File: config.mk
export PLATFORM = sky130hd
export DESIGN_NAME = snake_game_master
export DESIGN_NICKNAME = d
export VERILOG_FILES = /design/src/rtl/snake_game_master.sv
export SDC_FILE = /design/constraint.sdc
export NUM_CORES = 1
export LEC_CHECK = 0
export CORE_MARGIN = 2
export CORE_UTILIZATION = 47
export DETAILED_ROUTE_END_ITERATION = 8
export GPL_TIMING_DRIVEN = 1
export SLEW_MARGIN = 10
export SYNTH_ARGS = -nofsm -noshare
export SYNTH_HDL_FRONTEND = slang
export SYNTH_SLANG_ARGS = --single-unit
File: constraint.sdc
create_clock -name CLK -period 11.7 [get_ports CLK]
set_input_delay 3.51 -clock CLK [delete_from_list [all_inputs] [get_ports CLK]]
set_output_delay 3.51 -clock CLK [all_outputs]
set_load 0.01 [all_outputs]
File: src/rtl/snake_game_master.sv
// snake_game_master: top-level sequencer for the snake game.
// Owns the IDLE/PLAY/WIN(/PAUSE) state, the game tick and the heading.
// Ports:
//   CLK, RESET (async, active low)
//   BTN_U/D/L/R direction buttons, BTN_C pause button (SNAKE_PAUSE_EN)
//   REACHED_TARGET   head-on-apple level from the snake datapath
//   MASTER_STATE     0=IDLE 1=PLAY 2=WIN 3=PAUSE
//   NAVIGATION_STATE 00=right 01=down 10=up 11=left
//   GAMECLOCK        one-cycle tick pulse, PLAY only
//   SCORE            apples eaten, saturating at 15
//   APPLE_RELOAD     one-cycle request for a new apple position
// Optional feature macro: SNAKE_PAUSE_EN (BTN_C toggles PLAY/PAUSE).
module snake_game_master #(
  parameter int unsigned BASE_PERIOD  = 32'd5000000,
  parameter int unsigned SPEEDUP_STEP = 32'd250000,
  parameter int unsigned MIN_PERIOD   = 32'd1500000,
  parameter int unsigned WIN_SCORE    = 32'd10
) (
  input  logic       CLK,
  input  logic       RESET,
  input  logic       BTN_U,
  input  logic       BTN_D,
  input  logic       BTN_L,
  input  logic       BTN_R,
  input  logic       BTN_C,
  input  logic       REACHED_TARGET,
  output logic [1:0] MASTER_STATE,
  output logic [1:0] NAVIGATION_STATE,
  output logic       GAMECLOCK,
  output logic [3:0] SCORE,
  output logic       APPLE_RELOAD
);

  typedef enum logic [1:0] {
    S_IDLE  = 2'd0,
    S_PLAY  = 2'd1,
    S_WIN   = 2'd2,
    S_PAUSE = 2'd3
  } state_e;

  localparam logic [1:0] DIR_R = 2'b00;
  localparam logic [1:0] DIR_D = 2'b01;
  localparam logic [1:0] DIR_U = 2'b10;
  localparam logic [1:0] DIR_L = 2'b11;

  // ------------------------------------------------------------
  // Input synchronisers and rising-edge detectors
  // bit order: [5]=C (pause builds only), [4]=U, [3]=D,
  //            [2]=L, [1]=R, [0]=REACHED_TARGET
  // ------------------------------------------------------------
`ifdef SNAKE_PAUSE_EN
  localparam int NI = 6;
`else
  localparam int NI = 5;
`endif

  logic [NI-1:0] raw;
  logic [NI-1:0] sync1_q;
  logic [NI-1:0] sync2_q;
  logic [NI-1:0] edge_q;
  logic [NI-1:0] pulse;

`ifdef SNAKE_PAUSE_EN
  assign raw = {BTN_C, BTN_U, BTN_D, BTN_L, BTN_R, REACHED_TARGET};
`else
  assign raw = {BTN_U, BTN_D, BTN_L, BTN_R, REACHED_TARGET};
  logic unused_btn_c;
  assign unused_btn_c = BTN_C;
`endif

  always_ff @(posedge CLK or negedge RESET) begin
    if (!RESET) begin
      sync1_q <= '0;
      sync2_q <= '0;
      edge_q  <= '0;
    end else begin
      sync1_q <= raw;
      sync2_q <= sync1_q;
      edge_q  <= sync2_q;
    end
  end

  assign pulse = sync2_q & ~edge_q;

  logic p_t;
  logic p_r;
  logic p_l;
  logic p_d;
  logic p_u;
  logic any_dir;

  assign p_t     = pulse[0];
  assign p_r     = pulse[1];
  assign p_l     = pulse[2];
  assign p_d     = pulse[3];
  assign p_u     = pulse[4];
  assign any_dir = p_u | p_d | p_l | p_r;

`ifdef SNAKE_PAUSE_EN
  logic p_c;
  assign p_c = pulse[5];
`endif

  // ------------------------------------------------------------
  // State registers
  // ------------------------------------------------------------
  state_e      state_q, state_d;
  logic [31:0] cnt_q, cnt_d;
  logic [1:0]  nav_q, nav_d;
  logic [1:0]  pend_q, pend_d;
  logic [3:0]  score_q, score_d;
  logic        gclk_q, gclk_d;
  logic        reload_q, reload_d;

  always_ff @(posedge CLK or negedge RESET) begin
    if (!RESET) begin
      state_q  <= S_IDLE;
      cnt_q    <= '0;
      nav_q    <= DIR_R;
      pend_q   <= DIR_R;
      score_q  <= '0;
      gclk_q   <= 1'b0;
      reload_q <= 1'b0;
    end else begin
      state_q  <= state_d;
      cnt_q    <= cnt_d;
      nav_q    <= nav_d;
      pend_q   <= pend_d;
      score_q  <= score_d;
      gclk_q   <= gclk_d;
      reload_q <= reload_d;
    end
  end

  // ------------------------------------------------------------
  // Tick period: max(BASE - score*STEP, MIN) without underflow
  // ------------------------------------------------------------
  logic [31:0] dec;
  logic [31:0] period;
  logic        tick;

  always_comb begin
    dec = {28'd0, score_q} * SPEEDUP_STEP;
    if (dec >= BASE_PERIOD) begin
      period = MIN_PERIOD;
    end else if (BASE_PERIOD - dec < MIN_PERIOD) begin
      period = MIN_PERIOD;
    end else begin
      period = BASE_PERIOD - dec;
    end
  end

  // >= so a period that shrank below the count still fires next cycle
  assign tick = (cnt_q >= period - 32'd1);

  // ------------------------------------------------------------
  // Direction request: reversals of the committed heading are
  // dropped before priority, so a lower-priority legal press wins
  // ------------------------------------------------------------
  logic       ok_u;
  logic       ok_d;
  logic       ok_l;
  logic       ok_r;
  logic       dir_vld;
  logic [1:0] dir_sel;

  assign ok_u = p_u && (nav_q != DIR_D);
  assign ok_d = p_d && (nav_q != DIR_U);
  assign ok_l = p_l && (nav_q != DIR_R);
  assign ok_r = p_r && (nav_q != DIR_L);

  always_comb begin
    dir_vld = 1'b1;
    dir_sel = DIR_R;
    priority case (1'b1)
      ok_u:    dir_sel = DIR_U;
      ok_d:    dir_sel = DIR_D;
      ok_l:    dir_sel = DIR_L;
      ok_r:    dir_sel = DIR_R;
      default: dir_vld = 1'b0;
    endcase
  end

  logic [3:0] score_inc;
  assign score_inc = (score_q == 4'hF) ? 4'hF : score_q + 4'd1;

  // ------------------------------------------------------------
  // Master FSM
  // ------------------------------------------------------------
  always_comb begin
    state_d  = state_q;
    cnt_d    = cnt_q;
    nav_d    = nav_q;
    pend_d   = pend_q;
    score_d  = score_q;
    gclk_d   = 1'b0;
    reload_d = 1'b0;

    unique case (state_q)
      S_IDLE: begin
        cnt_d   = '0;
        nav_d   = DIR_R;
        pend_d  = DIR_R;
        score_d = '0;
        if (any_dir) begin
          state_d  = S_PLAY;
          reload_d = 1'b1;
        end
      end

      S_PLAY: begin
        if (tick) begin
          gclk_d = 1'b1;
          cnt_d  = '0;
          nav_d  = pend_q;
        end else begin
          cnt_d = cnt_q + 32'd1;
        end
        if (dir_vld) begin
          pend_d = dir_sel;
        end
        if (p_t) begin
          score_d  = score_inc;
          reload_d = 1'b1;
        end
        if (p_t && (score_inc == 4'(WIN_SCORE))) begin
          state_d = S_WIN;
        end
`ifdef SNAKE_PAUSE_EN
        else if (p_c) begin
          state_d = S_PAUSE;
        end
`endif
      end

      S_WIN: begin
        cnt_d = '0;
        if (any_dir) begin
          state_d = S_IDLE;
          score_d = '0;
          nav_d   = DIR_R;
          pend_d  = DIR_R;
        end
      end

      S_PAUSE: begin
`ifdef SNAKE_PAUSE_EN
        // counter and pending direction hold; only BTN_C matters
        if (p_c) begin
          state_d = S_PLAY;
        end
`else
        state_d = S_IDLE;
`endif
      end

      default: state_d = S_IDLE;
    endcase
  end

  assign MASTER_STATE     = state_q;
  assign NAVIGATION_STATE = nav_q;
  assign GAMECLOCK        = gclk_q;
  assign SCORE            = score_q;
  assign APPLE_RELOAD     = reload_q;

endmodule

==> metrics.txt, run 1 <==
post-synthesis cell type count=76; final number of setup-violating endpoints=0; fin cells=747; first drt pass iteration count=5; Placed Cells incl. Taps=731; Sink Count=59; Worst EP required=11.97 ns; final setup TNS=0 ns; initial DRC count=275; total wire length=12.1 mm; die footprint=11700 sq um; first-pass GRT wire length=20.5 mm; flops & latches, synth=59; worst setup path class=flip-flop to flip-flop; largest net degree at the start of global routing=60; post-route ant nets=0; cell count after synthesis=589; Achievable Freq=0.111 GHz; vias per cell=5.96; fin crit period=9.00 ns; clock tree buffer depth=2; Clock Skew=0.00840 ns; Reg2Reg Depth=29; final hold vios=0; Worst Path Max Fanout=28; vias in the first global route=4316; CTS tree=yes; Final Max Slew Viols=0; Mapped Avg Cell Area=8.66 sq um; slowest CP cell=and3_1; die height=108 microns; top_reg_cell synth=dfrtp_1; FILL cells=987; slew margin rel.=29.3%; TritonCTS buffer count=9; Reg area=1480 sq um; Die W=108 microns; drt wl/cell=16.2 microns; hold buffers post-CTS=0; core area=10700 sq um; arrival time at the worst endpoint=9.26 ns; H-Tree Depth=3; period utilization=76.9%; worst slew pin tran=1.06 ns; via count=4455; postcts setup bufs=0; final net count=668; area occupied by multi-input gates=3470 sq um; Hold Path Stages=0; routability-driven placement congestion ratio=0.826; Synth async-reset ratio=100%; Reg2Reg Capture Point=cnt_q[25]; Max-Cap Viols=0; CTS clk-pin slew, worst paths=0.07 ns; startpoint types=flip-flop; initial antenna violation count=0; r2r startpoint=SCORE[1]; Post-synth EDFFs=0; DRC violations left=0; run status=finished clean; n_diodes=0; Top Ports=18; Syn. warnings=0; Resized cells post-CTS=0; GRT overflow=0; Critical Path Max Stage Delay=0.97 ns; total track usage=21.9%; area growth from synthesis to layout=9.44%; Worst setup EP type=flip-flop; initial core utilization=47.7%; min-delay src=sync1_q[4]; Seq/Total Area, Yosys=28.9%; Clk Latency, worst-skew pair=0.34 ns; row count=38; Detail Placement HPWL=8.84 mm; Worst Hold Path EP=sync2_q[4]; worst hold path type=flip-flop to flip-flop; post-synthesis cell area=5100 sq um; reg-to-reg slack, setup=2.70 ns; fraction of layout cells with a size suffix above 1=6.10%; port buffer count=16; Finished Core Util=52.2%; Root Driver=clkbuf_8; unrepaired setup endpoints after global routing=no
placed cells by master, fill, tap and decap left out, types with 3 or more instances in the layout:
cell type / netlist / layout
nor3b_1: 6 / 6
o211ai_1: 10 / 10
nor3_1: 14 / 14
o311ai_0: 9 / 9
a21oi_1: 31 / 31
a31oi_1: 6 / 6
nand2_1: 61 / 61
dfrtp_1: 59 / 59
mux2i_1: 7 / 7
a21o_1: 18 / 18
inv_1: 20 / 20
fa_1: 5 / 5
and3_1: 16 / 16
and4_1: 3 / 3
buf_4: 2 / 3
xnor2_1: 14 / 14
a211oi_1: 10 / 10
o21a_1: 5 / 5
nor2_1: 30 / 30
o21ai_0: 37 / 37
clkbuf_8: 0 / 10
nand4_1: 6 / 6
conb_1: 1 / 4
nand2b_1: 10 / 10
xor2_1: 11 / 11
a22o_1: 5 / 5
a221o_1: 3 / 3
nand3_1: 35 / 35
o2111ai_1: 3 / 3
ha_1: 53 / 53
or2_2: 3 / 3
or3_1: 12 / 12
nor2b_1: 13 / 13
clkdlybuf4s50_1: 0 / 15
and2_1: 5 / 5
critical path: cells and delay by family, from the launching register on:
| family | cells | cell delay, ns |
|---|---|---|
| compound gates | 13 | 3.84 |
| fa+ha+maj | 5 | 1.71 |
| buf+inv | 3 | 0.44 |
| flops | 1 | 0.76 |
| mux | 1 | 0.18 |
| simple gates | 7 | 1.97 |
worst max path at each step:
stage / start / end / slack [ns]
after floorplan: SCORE[1] / cnt_q[24] / 4.60
final: SCORE[1] / cnt_q[25] / 2.70
after global placement: SCORE[1] / cnt_q[25] / 2.90
after detailed placement: SCORE[1] / cnt_q[25] / 2.74
after CTS: SCORE[1] / cnt_q[25] / 2.71
after global routing: SCORE[1] / cnt_q[28] / 1.90
synth_stat cells (9+ instances only):
| cell type | count | share of area, % |
|---|---|---|
| nand2_1 | 61 | 4.5 |
| dfrtp_1 | 59 | 29 |
| ha_1 | 53 | 13 |
| o21ai_0 | 37 | 3.6 |
| nand3_1 | 35 | 3.4 |
| a21oi_1 | 31 | 3.0 |
| nor2_1 | 30 | 2.2 |
| inv_1 | 20 | 1.5 |
| a21o_1 | 18 | 2.6 |
| and3_1 | 16 | 2.0 |
| clkbuf_1 | 14 | 1.0 |
| nor3_1 | 14 | 1.4 |
| xnor2_1 | 14 | 2.4 |
| nor2b_1 | 13 | 1.6 |
| or3_1 | 12 | 1.5 |
| xor2_1 | 11 | 1.9 |
| a211oi_1 | 10 | 1.5 |
| nand2b_1 | 10 | 1.2 |
| o211ai_1 | 10 | 1.5 |
| o311ai_0 | 9 | 1.5 |
metrics by stage:
stage / worst slack, ns / area [sq um] / hold WS, ns
after global routing: 1.90 / 5580 / 0.357
after CTS: 2.71 / 5580 / 0.355
after detailed placement: 2.74 / 5380 / 0.338
after global placement: 2.90 / 5380 / 0.333
after floorplan: 4.60 / 5110 / 0.331
final: 2.70 / 5580 / 0.351
flip-flops by register name, indices dropped and copies added (netlist names):
| name | flops |
|---|---|
| NAVIGATION_STATE | 2 |
| cnt_q | 32 |
| sync1_q | 5 |
| APPLE_RELOAD | 1 |
| GAMECLOCK | 1 |
| sync2_q | 5 |
| edge_q | 5 |
| SCORE | 4 |
| pend_q | 2 |
| MASTER_STATE | 2 |
final cells by class:
type                       count  share of cell area, %
clock buffer                  11                   2.53
clock inverter                 5                   1.12
inverter                      20                   1.34
multi-input combinational    493                   62.2
sequential                    59                   26.4
tap                          140                   3.14
timing repair buffer          19                   3.18
logic make-up (layout without fill, tap and decap cells):
kind of cell | count (synthesis) | count (layout) | share of synthesized area (%)
AO/OA/AOI/OAI | 168 | 168 | 22.9
XOR/XNOR | 27 | 27 | 4.93
adder cells (fa/ha/maj) | 58 | 58 | 15.0
buffers and inverters | 40 | 55 | 3.16
flip-flops | 59 | 59 | 28.9
multiplexers | 10 | 10 | 2.11
other | 1 | 4 | 0.0735
AND/OR/NAND/NOR | 226 | 226 | 23.0
metal layers:
metal	vias up	wire length, microns	track usage (%)
li1	2210	-	-
met5	-	0	0
met4	0	273	6.23
met1	2140	5810	29.8
met2	83	5640	35.8
met3	22	394	3.68
Power of run 1 is not shown: default switching activity piles up to over one toggle a cycle in this logic, so the estimate is an artifact.
==> inputs of run 2 (changes only) <==
==> constraint.sdc (replaced) <==
create_clock -name CLK -period 8.8 [get_ports CLK]
set_input_delay 2.64 -clock CLK [delete_from_list [all_inputs] [get_ports CLK]]
set_output_delay 2.64 -clock CLK [all_outputs]
set_load 0.01 [all_outputs]
==> metrics.txt, run 2 (synthesis results as in run 1) <==
run status=finished clean; initial DRC count=284 (+3.3%); leading cell types in the layout, fill and taps excluded=nand2_1 (61), dfrtp_1 (59), ha_1 (53); unrepaired setup endpoints after global routing=no; arrival time at the worst endpoint=8.01 ns (-1.25 ns); worst setup path class=flip-flop to flip-flop; DRC violations left=0 (unchanged); worst slew pin tran=0.851 ns (-0.210 ns); Resized cells post-CTS=0 (unchanged); WP depth=28 (-3.4%); startpoint types=flip-flop; H-Tree Depth=3 (unchanged); CTS tree=yes; Detail Placement HPWL=8.92 mm (+0.92%); vias per cell=5.96 (about the same); Final Max Slew Viols=0 (unchanged); Worst Path Max Fanout=32 (+14%); final setup TNS=0 ns (unchanged); worst hold path type=flip-flop to flip-flop; die height=108 microns (unchanged); n_diodes=0 (unchanged); commonest non-fill, non-tap cell in the layout=nand2_1; WP buf/inv=2 (-1); fraction of layout cells with a size suffix above 1=7.18% (+1.1 points); die footprint=11700 sq um (unchanged); Top Ports=18 (unchanged); core area=10700 sq um (unchanged); Top delay family on crit path=compound AO/OA/AOI/OAI gates; largest net degree at the start of global routing=60 (unchanged); Clock Skew=0.00848 ns (+0.0000729 ns); GRT overflow=0 (unchanged); first-pass GRT wire length=20.5 mm (unchanged); Sink Count=59 (unchanged); Clk Latency, worst-skew pair=0.34 ns (about the same); Worst EP required=9.05 ns (-2.92 ns); Most flops, register=cnt_q; CTS clk-pin slew, worst paths=0.07 ns (about the same); total track usage=22.0% (+0.12 points); clock tree buffer depth=2 (unchanged); slew margin rel.=43.2% (+14 points); final net count=674 (+0.90%); row count=38 (unchanged); slowest CP cell=dfrtp_1; Reg2Reg Depth=28 (-3.4%); reg-to-reg slack, setup=1.04 ns (-1.66 ns); TritonCTS buffer count=9 (unchanged); vias in the first global route=4247 (-1.6%); period utilization=88.2% (+11 points); routability-driven placement congestion ratio=0.829 (+0.44%); Die W=108 microns (unchanged); fin crit period=7.76 ns (-1.24 ns); post-route ant nets=0 (unchanged); Worst path most repeated cell=ha_1; final number of setup-violating endpoints=0 (unchanged); port buffer count=16 (unchanged); Achievable Freq=0.129 GHz (+16%); hold buffers post-CTS=0 (unchanged); total wire length=12.1 mm (-0.23%); area growth from synthesis to layout=10.9%; max reg flops=32 (unchanged); postcts setup bufs=0 (unchanged); Worst setup EP type=flip-flop; Max-Cap Viols=0 (unchanged); first drt pass iteration count=4 (-1); via count=4487 (+0.72%); final hold vios=0 (unchanged); initial core utilization=47.7% (unchanged); initial antenna violation count=0 (unchanged); Root Driver=clkbuf_8; Critical Path Max Stage Delay=0.70 ns (-0.27 ns); drt wl/cell=16.1 microns (-1.0%); Hold Path Stages=0 (unchanged)
-- run 2: changes by cell type in the layout (fill, tap and decap cells not counted), sizes merged --
| cell | previous run | this run |
|---|---|---|
| clkinvlp | 2 | 0 |
| inv | 20 | 23 |
| clkbuf | 11 | 10 |
| buf | 4 | 10 |
| bufinv | 1 | 2 |
| clkinv | 2 | 1 |
-- run 2: final timing paths --
| check | start | to |
|---|---|---|
| worst min register to register | sync1_q[2] | sync2_q[2] |
| worst min-delay path | sync1_q[2] | sync2_q[2] |
| max in group asynchronous | RESET | edge_q[0] |
| worst max register to register | SCORE[3] | cnt_q[17] |
| min in group asynchronous | RESET | cnt_q[24] |
| worst max-delay path | SCORE[3] | cnt_q[17] |
-- run 2: metrics by stage --
stage	std cells	util, %	hold slack, ns	area [sq um]	setup WS (ns)
detailed placement	737	50.7	0.338	5420	1.14
finish	753	52.9	0.352	5660	1.04
floorplan	592	-	0.331	5110	1.70
global route	753	52.9	0.359	5660	0.390
global placement	737	50.7	0.334	5420	1.26
CTS	753	52.9	0.356	5660	1.09
-- run 2: worst register-to-register path: cells and delay by family (launching register included) --
family,cells,cell delay [ns]
AOI/OAI and AO/OA,11,2.58
buffers and inverters,2,0.45
adders and majority gates,5,1.77
DFF,1,0.70
and+or+nand+nor,7,1.18
xor gates and xnor gates,2,0.81
muxes,1,0.18
-- run 2: routing by layer --
layer	track usage (%)	part of all wire [%]
met1	29.8	47
met2	36.9	48
met3	3.44	3.8
met4	5.31	1.3
met5	0	0
-- run 2: layout make-up --
type                       instances  area [sq um]
tap                              140           175
clock buffer                      10           138
sequential                        59          1480
clock inverter                     6          95.1
timing repair buffer              25           223
fill                            1007          5040
inverter                          20          75.1
multi-input combinational        493          3470
Power of run 2 is left out for the same reason.
==> inputs of run 3 (changes only) <==
--- a/config.mk
+++ b/config.mk
@@ -5,7 +5,7 @@
 export SDC_FILE = /design/constraint.sdc
 export NUM_CORES = 1
 export LEC_CHECK = 0
-export CORE_MARGIN = 2
+export CORE_MARGIN = 1
 export CORE_UTILIZATION = 47
 export DETAILED_ROUTE_END_ITERATION = 8
 export GPL_TIMING_DRIVEN = 1
==> metrics.txt, run 3 (synthesis results as in run 1) <==
fin crit period=7.55 ns (-0.213 ns); total wire length=12.0 mm (-0.87%); leading cell types in the layout, fill and taps excluded=nand2_1 (61), dfrtp_1 (59), ha_1 (53); total track usage=22.6% (+0.65 points); initial core utilization=49.0% (+1.3 points); r2r startpoint=SCORE[3]; initial antenna violation count=0 (unchanged); first drt pass iteration count=5 (+1); die footprint=11300 sq um (-3.7%); DRC violations left=0 (unchanged); Hold Path Stages=0 (unchanged); H-Tree Depth=3 (unchanged); hold buffers post-CTS=0 (unchanged); final net count=673 (-0.15%); Worst Hold Path EP=sync2_q[0]; TritonCTS buffer count=9 (unchanged); postcts setup bufs=0 (unchanged); via count=4433 (-1.2%); fraction of layout cells with a size suffix above 1=7.03% (-0.15 points); slowest CP cell=dfrtp_1; design area=5640 sq um (-0.33%); period utilization=85.7% (-2.4 points); min-delay src=sync1_q[0]; Reg2Reg Capture Point=cnt_q[17]; Sink Count=59 (unchanged); Achievable Freq=0.133 GHz (+2.8%); Top delay family on crit path=compound AO/OA/AOI/OAI gates; reg-to-reg slack, setup=1.25 ns (+0.21 ns); n_diodes=0 (unchanged); core area=10400 sq um (-2.6%); unrepaired setup endpoints after global routing=no; arrival time at the worst endpoint=7.80 ns (-0.21 ns); CTS tree=yes; Reg2Reg Depth=27 (-3.6%); Worst EP required=9.06 ns (about the same); drt wl/cell=16.0 microns (-0.21%); WP buf/inv=2 (unchanged); Worst setup EP type=flip-flop; worst slew pin tran=0.798 ns (-0.0535 ns); initial DRC count=233 (-18%); worst hold path type=flip-flop to flip-flop; startpoint types=flip-flop; final setup TNS=0 ns (unchanged); final hold vios=0 (unchanged); clock tree buffer depth=2 (unchanged); die height=106 microns (-1.8%); Root Driver=clkbuf_8; Final Max Slew Viols=0 (unchanged); first-pass GRT wire length=20.6 mm (+0.17%); Worst Path Max Fanout=32 (unchanged); Max-Cap Viols=0 (unchanged); Clk Latency, worst-skew pair=0.34 ns (about the same); Worst path most repeated cell=ha_1; GRT overflow=0 (unchanged); worst setup path class=flip-flop to flip-flop; slew margin rel.=46.8% (+3.6 points); CTS clk-pin slew, worst paths=0.07 ns (about the same); Finished Core Util=54.1% (+1.2 points); Die W=106 microns (-1.8%); largest net degree at the start of global routing=60 (unchanged); Resized cells post-CTS=0 (unchanged); port buffer count=16 (unchanged); area growth from synthesis to layout=10.5%; Critical Path Max Stage Delay=0.68 ns (-0.02 ns); max reg flops=32 (unchanged); routability-driven placement congestion ratio=0.893 (+7.6%); Clock Skew=0.0114 ns (+0.00287 ns); FILL cells=966 (-4.1%); Most flops, register=cnt_q; Detail Placement HPWL=8.80 mm (-1.4%); Top Ports=18 (unchanged); run status=finished clean; area occupied by multi-input gates=3470 sq um (unchanged); vias in the first global route=4227 (-0.47%); post-route ant nets=0 (unchanged); vias per cell=5.93 (-0.54%); Reg area=1480 sq um (unchanged); DP Area=5410 sq um (-0.23%); commonest non-fill, non-tap cell in the layout=nand2_1; WHS=0.348 ns (-0.00390 ns); row count=37 (-2.6%); final number of setup-violating endpoints=0 (unchanged)
-- run 3: worst register-to-register path, delay by kind of cell (launching register included) --
kind | cells | cell delay [ns]
and+or+nand+nor | 7 | 1.62
muxes | 1 | 0.18
adders and majority gates | 5 | 1.76
DFF | 1 | 0.68
buffers and inverters | 2 | 0.45
xor gates and xnor gates | 2 | 0.74
AOI/OAI and AO/OA | 10 | 2.05
-- run 3: area by class of cell --
type	count	share of cell area [%]
multi-input combinational	493	61.6
clock buffer	10	2.44
tap	136	3.02
timing repair buffer	24	3.82
sequential	59	26.2
inverter	20	1.33
clock inverter	6	1.58
-- run 3: per-stage QoR --
step,setup WS [ns],instances
after global placement,1.30,732
after detailed placement,1.28,732
after floorplan,1.70,592
final,1.25,748
after CTS,1.23,748
after global routing,0.364,748
-- run 3: how the worst max path moves through the flow --
stage | startpoint | to | slack (ns) | depth (start not counted)
6_report | SCORE[3] | cnt_q[17] | 1.25 | 27
5_1_grt | SCORE[0] | cnt_q[8] | 0.36 | 26
4_1_cts | SCORE[3] | cnt_q[17] | 1.23 | 27
3_5_place_dp | SCORE[3] | cnt_q[17] | 1.28 | 28
3_3_place_gp | SCORE[3] | cnt_q[7] | 1.30 | 25
2_1_floorplan | SCORE[1] | cnt_q[24] | 1.70 | 32
-- run 3: layer usage --
metal	track usage (%)	up-vias	share of wire, %
met1	30.5	2100	48
met2	37.1	82	46
li1	-	2229	-
met4	6.75	0	2.0
met3	3.68	22	3.2
met5	0	-	0
Power of run 3 is left out for the same reason.
